**src/rtl/if_fetch_unit.sv**
```systemverilog
// ---------------------------------------------------------------------------------------------
// if_fetch_unit: instruction fetch front end with a small in-order fetch buffer.
//
// Issues word-aligned fetch requests to instruction memory, pairs each in-order response with
// the address that produced it, and presents the oldest buffered {pc, instr} pair to IF/ID.
// A redirect restarts fetch at the new target, empties the buffer and drops every response
// still owed by memory for the old path.
//
// Optional feature macro: MISALIGN_TRAP_EN
//   When defined, a redirect with redirect_pc_i[1:0] != 0 raises the sticky fetch_fault_o and
//   stops all further fetch until reset. When undefined, the low bits are silently cleared and
//   fetch_fault_o does not exist.
//
// Parameters
//   RESET_PC  first fetch address after reset
//   DEPTH     fetch buffer capacity; bound on outstanding + buffered entries
//
// Ports
//   clk, rst                 clock, asynchronous active-high reset
//   imem_req_valid_o/addr_o  fetch request toward instruction memory
//   imem_req_ready_i         memory accepts the request this cycle
//   imem_rsp_valid_i/data_i  in-order instruction word return (latency >= 1)
//   redirect_valid_i/pc_i    branch/jump redirect from a later stage
//   id_valid_o/id_ready_i    handshake toward the IF/ID register
//   id_pc_o/id_instr_o       oldest buffered pc/instruction
//   fetch_fault_o            sticky misaligned-redirect flag (MISALIGN_TRAP_EN only)
// ---------------------------------------------------------------------------------------------
module if_fetch_unit #(
  parameter logic [31:0] RESET_PC = 32'h0000_0000,
  parameter int unsigned DEPTH    = 2
) (
  input  logic        clk,
  input  logic        rst,
  output logic        imem_req_valid_o,
  output logic [31:0] imem_req_addr_o,
  input  logic        imem_req_ready_i,
  input  logic        imem_rsp_valid_i,
  input  logic [31:0] imem_rsp_data_i,
  input  logic        redirect_valid_i,
  input  logic [31:0] redirect_pc_i,
  output logic        id_valid_o,
  input  logic        id_ready_i,
  output logic [31:0] id_pc_o,
  output logic [31:0] id_instr_o
`ifdef MISALIGN_TRAP_EN
  ,
  output logic        fetch_fault_o
`endif
);

  localparam int unsigned   PtrW     = (DEPTH > 1) ? $clog2(DEPTH) : 1;
  localparam int unsigned   CntW     = $clog2(DEPTH + 1);
  localparam logic [PtrW-1:0] PtrLast = PtrW'(DEPTH - 1);
  localparam logic [CntW:0]   OccMax  = (CntW + 1)'(DEPTH);

  typedef enum logic [1:0] {
    StBoot,
    StRun,
    StFlush
  } state_e;

  state_e           state_q, state_d;
  logic [31:0]      pc_q, pc_d;
  logic [CntW-1:0]  osd_q, osd_d;     // requests accepted but not yet answered
  logic [CntW-1:0]  drop_q, drop_d;   // old-path responses still to be discarded
  logic [PtrW-1:0]  aq_wr_q, aq_wr_d, aq_rd_q, aq_rd_d;
  logic [PtrW-1:0]  b_wr_q, b_wr_d, b_rd_q, b_rd_d;
  logic [CntW-1:0]  b_cnt_q, b_cnt_d;

  // Address queue of outstanding requests and the {pc, instr} fetch buffer.
  logic [31:0] aq_mem [DEPTH];
  logic [31:0] bp_mem [DEPTH];
  logic [31:0] bi_mem [DEPTH];

  logic        fault_q;
  logic        misalign;
  logic [31:0] redirect_aligned;
  logic        req_fire, rsp_hit, drop_hit, pop;
  logic        aq_we, b_we;
  logic [CntW-1:0] osd_nxt;
  logic [CntW:0]   occupancy;

  function automatic logic [PtrW-1:0] ptr_inc(input logic [PtrW-1:0] p);
    return (p == PtrLast) ? '0 : p + 1'b1;
  endfunction

  assign misalign         = |redirect_pc_i[1:0];
  assign redirect_aligned = {redirect_pc_i[31:2], 2'b00};

  // ---------------------------------------------------------------------------
  // Misaligned-redirect trap
  // ---------------------------------------------------------------------------
`ifdef MISALIGN_TRAP_EN
  logic fault_d;

  always_comb begin
    fault_d = fault_q;
    if (redirect_valid_i && misalign) begin
      fault_d = 1'b1;
    end
  end

  always_ff @(posedge clk or posedge rst) begin
    if (rst) begin
      fault_q <= 1'b0;
    end else begin
      fault_q <= fault_d;
    end
  end

  assign fetch_fault_o = fault_q;
`else
  logic unused_misalign;
  assign fault_q         = 1'b0;
  assign unused_misalign = misalign;
`endif

  // ---------------------------------------------------------------------------
  // Handshakes
  // ---------------------------------------------------------------------------
  assign occupancy        = {1'b0, osd_q} + {1'b0, b_cnt_q};
  assign imem_req_valid_o = (state_q == StRun) && (occupancy < OccMax) && !fault_q;
  assign imem_req_addr_o  = pc_q;

  assign id_valid_o = (b_cnt_q != '0);
  assign id_pc_o    = bp_mem[b_rd_q];
  assign id_instr_o = bi_mem[b_rd_q];

  assign req_fire = imem_req_valid_o && imem_req_ready_i;
  // Responses with nothing outstanding (e.g. stale ones after reset) are ignored.
  assign rsp_hit  = imem_rsp_valid_i && (state_q == StRun) && (osd_q != '0);
  assign drop_hit = imem_rsp_valid_i && (state_q == StFlush) && (drop_q != '0);
  assign pop      = id_valid_o && id_ready_i && !redirect_valid_i;
  assign osd_nxt  = osd_q + CntW'(req_fire) - CntW'(rsp_hit);

  // ---------------------------------------------------------------------------
  // Next-state logic
  // ---------------------------------------------------------------------------
  always_comb begin
    state_d = state_q;
    pc_d    = pc_q;
    osd_d   = osd_nxt;
    drop_d  = drop_q;
    aq_wr_d = aq_wr_q;
    aq_rd_d = aq_rd_q;
    b_wr_d  = b_wr_q;
    b_rd_d  = b_rd_q;
    b_cnt_d = b_cnt_q + CntW'(rsp_hit) - CntW'(pop);
    aq_we   = 1'b0;
    b_we    = 1'b0;

    if (req_fire) begin
      aq_we   = 1'b1;
      aq_wr_d = ptr_inc(aq_wr_q);
      pc_d    = pc_q + 32'd4;
    end
    if (rsp_hit) begin
      aq_rd_d = ptr_inc(aq_rd_q);
      b_we    = 1'b1;
      b_wr_d  = ptr_inc(b_wr_q);
    end
    if (pop) begin
      b_rd_d = ptr_inc(b_rd_q);
    end
    if (drop_hit) begin
      drop_d = drop_q - 1'b1;
    end

    unique case (state_q)
      StBoot:  state_d = StRun;
      StRun:   state_d = StRun;
      StFlush: if (drop_d == '0) state_d = StRun;
      default: state_d = StBoot;
    endcase

    // Redirect wins over any push/pop this cycle. A request accepted in the same cycle is
    // already owed by memory, so it is counted among the responses to drop.
    if (redirect_valid_i) begin
      pc_d    = redirect_aligned;
      osd_d   = '0;
      aq_wr_d = '0;
      aq_rd_d = '0;
      b_wr_d  = '0;
      b_rd_d  = '0;
      b_cnt_d = '0;
      b_we    = 1'b0;
      if (state_q == StFlush) begin
        // Keep the running drop count (already decremented for a response this cycle).
        state_d = (drop_d == '0) ? StRun : StFlush;
      end else begin
        drop_d  = osd_nxt;
        state_d = (osd_nxt == '0) ? StRun : StFlush;
      end
    end
  end

  // ---------------------------------------------------------------------------
  // State registers
  // ---------------------------------------------------------------------------
  always_ff @(posedge clk or posedge rst) begin
    if (rst) begin
      state_q <= StBoot;
      pc_q    <= RESET_PC;
      osd_q   <= '0;
      drop_q  <= '0;
      aq_wr_q <= '0;
      aq_rd_q <= '0;
      b_wr_q  <= '0;
      b_rd_q  <= '0;
      b_cnt_q <= '0;
    end else begin
      state_q <= state_d;
      pc_q    <= pc_d;
      osd_q   <= osd_d;
      drop_q  <= drop_d;
      aq_wr_q <= aq_wr_d;
      aq_rd_q <= aq_rd_d;
      b_wr_q  <= b_wr_d;
      b_rd_q  <= b_rd_d;
      b_cnt_q <= b_cnt_d;
    end
  end

  // Storage is reset so id_pc_o/id_instr_o read as zero out of reset.
  always_ff @(posedge clk or posedge rst) begin
    if (rst) begin
      for (int i = 0; i < DEPTH; i++) begin
        aq_mem[i] <= '0;
        bp_mem[i] <= '0;
        bi_mem[i] <= '0;
      end
    end else begin
      if (aq_we) begin
        aq_mem[aq_wr_q] <= pc_q;
      end
      if (b_we) begin
        bp_mem[b_wr_q] <= aq_mem[aq_rd_q];
        bi_mem[b_wr_q] <= imem_rsp_data_i;
      end
    end
  end

endmodule

```
**config.mk**
```make
export PLATFORM = sky130hd
export DESIGN_NAME = if_fetch_unit
export DESIGN_NICKNAME = d
export VERILOG_FILES = /design/src/rtl/if_fetch_unit.sv
export SDC_FILE = /design/constraint.sdc
export NUM_CORES = 1
export LEC_CHECK = 0
export CAP_MARGIN = 0
export CELL_PAD_IN_SITES_DETAIL_PLACEMENT = 0
export CELL_PAD_IN_SITES_GLOBAL_PLACEMENT = 1
export CORE_ASPECT_RATIO = 1.4
export CORE_MARGIN = 10
export CORE_UTILIZATION = 39
export DETAILED_ROUTE_END_ITERATION = 10
export PLACE_DENSITY = 0.73
export SYNTH_ARGS = -nofsm -noshare
export SYNTH_HDL_FRONTEND = slang
export SYNTH_SLANG_ARGS = --single-unit
```
**constraint.sdc**
```tcl
create_clock -name clk -period 6.7 [get_ports clk]
set_clock_uncertainty 0.1 [all_clocks]
set_input_delay 1.005 -clock clk [delete_from_list [all_inputs] [get_ports clk]]
set_output_delay 1.005 -clock clk [all_outputs]
set_load 0.03 [all_outputs]
```
==> results_dict.tcl <==
set metrics [dict create \
    multiInputGateArea_sq_um 4289 \
    timing.rr.end "imem_req_addr_o[25]" \
    synthFlopType "sky130_fd_sc_hd__dfrtp_1" \
    tightestPinTransition_ns 1.074 \
    hold_path.class "flop to flop" \
    seqCellArea_sq_um 5658 \
    floorplan.die.width_um 156.8 \
    yosysWarningCount 0 \
    startpoint_type "flop" \
    synthesis_stage_register_bit_count 226 \
    synthDominantCellAreaShare_pct 55.36 \
    net_switching_share_of_the_total_power_pct 35.45 \
    fin_area_sq_um 12840 \
    min_period_over_period_pct 62.37 \
    internal-power_uw 3903 \
    r2r_setup_slack_ns 3.26 \
    global_route_wire_length_before_repair_um 40260 \
    regToRegStartpoint "b_cnt_q[0]" \
    fmax_achieved_mhz 239.3 \
    clock_insertion_delay_worst_skew_ns 0.50 \
    h-tree-depth 1 \
    synth_cells 852 \
    drive_above_1_share_pct 24.08 \
    cts_setup_buffers 0 \
    finalSetupViolCount 0 \
    p_clk_share_pct 21.0 \
    arrival_ns 3.07 \
    drv.max_cap_violation_count 0 \
    worst-path-max-fanout 40 \
    total_vias_in_the_final_route 6960 \
    timing.critical_path.required_ns 5.59 \
    min_to "aq_mem[23]" \
    first_global_vias 7285 \
    timing.hold.worst.start "aq_mem[23]" \
    initial_core_util_pct 39.27 \
    post_cts_resized 0 \
    finalWirelength_um 24990 \
    tritoncts.num_buffers 23 \
    port_buffers 161 \
    hold_depth 2 \
    finalPower_uw 6046 \
    setup-tns-final_ns 0 \
    die_height_um 211.5 \
    report.final.hold_viol_count 0 \
    grt_max_degree 120 \
    synthTopCellsByArea "sky130_fd_sc_hd__dfrtp_1 (55%), sky130_fd_sc_hd__mux2_2 (20%), sky130_fd_sc_hd__nor2_1 (3.2%)" \
    drt-wirelength-per-cell_um 18.75 \
    power.density_cell_area_nw_per_um2 470.8 \
    num-nets-final 1070 \
    netlist.top_cell.by_area "sky130_fd_sc_hd__dfrtp_1" \
    drt_iter0_markers 310 \
    synth-edff-count 0 \
    wl_met1_um 10810 \
    die_ar_sq_um 33160 \
    run_status "finished, final reports clean" \
    drtAntennaViolNets 0 \
    syn_avg_cell_area_sq_um 11.99 \
    final_critical_path_setup_slack_ns 2.521 \
    top_metal_layer_carrying_routed_signals "met4" \
    switching_power_uw 2143 \
    cts.sinks 226 \
    placeableCoreArea_sq_um 26010 \
    holdWs_ns 0.3816 \
    synth_area_sq_um 10220 \
    layout-area-overhead-vs-synth_pct 25.70 \
    layout.filler_cells 2351 \
    drt_drc_violations_left 0 \
    antenna_cells 0 \
    detail_route.vias_per_cell 5.221 \
    cts.reportedPaths.clkPinSlew_ns 0.06 \
    period_needed_ns 4.179 \
    ir_worst_vdd_v 0.0002181 \
    netlist-cell-type-count 45 \
    gpl.final_weighted_congestion 0.7484 \
    global_route.usage.total_pct 15.04 \
    grt.overflow.total 0 \
    rows 70 \
    met3WireLength_um 1259 \
    grt_setup_unrepaired "no" \
    final_max_slew_viol_count 0 \
    holdBufCountCts 0 \
    io_pins 168 \
    met2RoutedLength_um 12560 \
    timing.critical_path.to_type "output port" \
    antenna_violations_before_repair 0 \
    power_frac_seq_pct 37.6 \
    yosysSeqAreaShare_pct 55.36 \
    leakage_uw 0.005446 \
    clock_tree.root_cell "sky130_fd_sc_hd__clkbuf_16" \
    synth_async_sr_flop_share_pct 100.0 \
    post-dp-hpwl_um 16760 \
    drtPass1Iterations 4 \
    tritoncts "done" \
    p_comb_share_pct 41.3 \
    cts_max_path_buffers 3 \
    dpl_cell_area_sq_um 12100 \
    path_class "flop to output port" \
    r2r_cells 7 \
    pre_cts_ws_ns 2.951 \
    maxSlewHeadroom_pct 28.40 \
]
## metal layers
layer	vias up	global-route usage [%]
met3	29	2.640
met1	3470	18.72
met2	143	26.31
met5	-	0
li1	3318	-
met4	0	3.719
## through the flow
step | util [%] | std cells
final | 49.37 | 1333
after global routing | 49.37 | 1333
after CTS | 49.37 | 1333
after detailed placement | 46.50 | 1292
after global placement | 46.50 | 1292
after floorplan | - | 855
## worst max-delay path, cell delays in order (launching register included)
cell and delay [ns]:
sky130_fd_sc_hd__dfrtp_2 1.05, sky130_fd_sc_hd__buf_4 0.49, sky130_fd_sc_hd__mux2_2 0.38, sky130_fd_sc_hd__clkdlybuf4s50_1 0.62
## layout by cell type, fill, tap and decap left out, types with 3 or more instances in the layout
cell / instances
sky130_fd_sc_hd__or4_1: 10
sky130_fd_sc_hd__clkbuf_8: 4
sky130_fd_sc_hd__nand2_1: 40
sky130_fd_sc_hd__clkdlybuf4s50_1: 160
sky130_fd_sc_hd__o21ai_0: 19
sky130_fd_sc_hd__and4_1: 5
sky130_fd_sc_hd__ha_1: 6
sky130_fd_sc_hd__inv_1: 12
sky130_fd_sc_hd__dfrtp_1: 224
sky130_fd_sc_hd__nand4_1: 12
sky130_fd_sc_hd__mux2i_1: 32
sky130_fd_sc_hd__nand3_1: 15
sky130_fd_sc_hd__o211ai_1: 3
sky130_fd_sc_hd__o311ai_0: 11
sky130_fd_sc_hd__nor2_1: 86
sky130_fd_sc_hd__or3_1: 4
sky130_fd_sc_hd__a21oi_1: 62
sky130_fd_sc_hd__buf_4: 8
sky130_fd_sc_hd__mux2_2: 180
sky130_fd_sc_hd__o31ai_1: 8
sky130_fd_sc_hd__a31oi_1: 12
sky130_fd_sc_hd__or2_2: 8
sky130_fd_sc_hd__conb_1: 4
sky130_fd_sc_hd__xnor2_1: 10
sky130_fd_sc_hd__clkbuf_16: 23
sky130_fd_sc_hd__xor2_1: 5
sky130_fd_sc_hd__nor2b_1: 3
sky130_fd_sc_hd__clkbuf_1: 4
sky130_fd_sc_hd__clkinv_2: 8
sky130_fd_sc_hd__nor3_1: 3
## synthesized netlist by cell type, types with 5 or more instances
library cell,number
sky130_fd_sc_hd__a21oi_1,62
sky130_fd_sc_hd__a31oi_1,12
sky130_fd_sc_hd__and4_1,5
sky130_fd_sc_hd__clkbuf_1,48
sky130_fd_sc_hd__dfrtp_1,226
sky130_fd_sc_hd__ha_1,6
sky130_fd_sc_hd__inv_1,13
sky130_fd_sc_hd__mux2_2,180
sky130_fd_sc_hd__mux2i_1,32
sky130_fd_sc_hd__nand2_1,40
sky130_fd_sc_hd__nand3_1,16
sky130_fd_sc_hd__nand4_1,12
sky130_fd_sc_hd__nor2_1,86
sky130_fd_sc_hd__o21ai_0,19
sky130_fd_sc_hd__o311ai_0,11
sky130_fd_sc_hd__o31ai_1,8
sky130_fd_sc_hd__or2_2,8
sky130_fd_sc_hd__or4_1,10
sky130_fd_sc_hd__xnor2_1,10
sky130_fd_sc_hd__xor2_1,5
## power groups by stage
| stage | combinational [uW] | sequential (uW) | clock [uW] |
|---|---|---|---|
| 2_1_floorplan | 1750 | 2200 | 0 |
| 3_3_place_gp | 2520 | 2280 | 0 |
| 3_5_place_dp | 2540 | 2310 | 0 |
| 4_1_cts | 2550 | 2290 | 1310 |
| 5_1_grt | 2700 | 2370 | 1370 |
| 6_report | 2500 | 2280 | 1270 |
## flip-flops by register name, summed over array words and instances, names as in the netlist
register / count
aq_rd_q: 1
bp_mem: 60
osd_q: 2
aq_mem: 60
b_cnt_q: 2
imem_req_addr_o: 30
b_wr_q: 1
aq_wr_q: 1
b_rd_q: 1
drop_q: 2
bi_mem: 64
state_q: 2
## worst max-delay path by stage
stage / from / endpoint / slack [ns]
2_1_floorplan: rst / aq_mem[10] / 2.64
3_3_place_gp: b_rd_q / id_pc_o[10] / 2.95
3_5_place_dp: b_rd_q / id_pc_o[10] / 2.95
4_1_cts: b_rd_q / id_pc_o[10] / 2.41
5_1_grt: b_rd_q / id_pc_o[10] / 2.36
6_report: b_rd_q / id_pc_o[31] / 2.52
## cell families (layout without fill, tap and decap cells)
kind of cell,Yosys count,after routing,synth area share [%]
flip-flops,226,226,55.36
buffers and inverters,71,225,2.939
other,1,4,0.03671
AND/OR/NAND/NOR,199,199,9.332
adder cells (fa/ha/maj),7,7,0.9308
XOR/XNOR,16,16,1.519
AO/OA/AOI/OAI,119,119,6.797
multiplexers,213,213,23.09
## final cells by class
cell class,instances,share of cell area [%]
flip-flops and latches,226,44.06
multi-input cells,558,33.40
repair buffers,170,13.13
clock buffers,31,5.028
well taps,324,3.157
clock inverters,10,0.7795
inverters,14,0.4385
(Power assumes the default switching activity.)
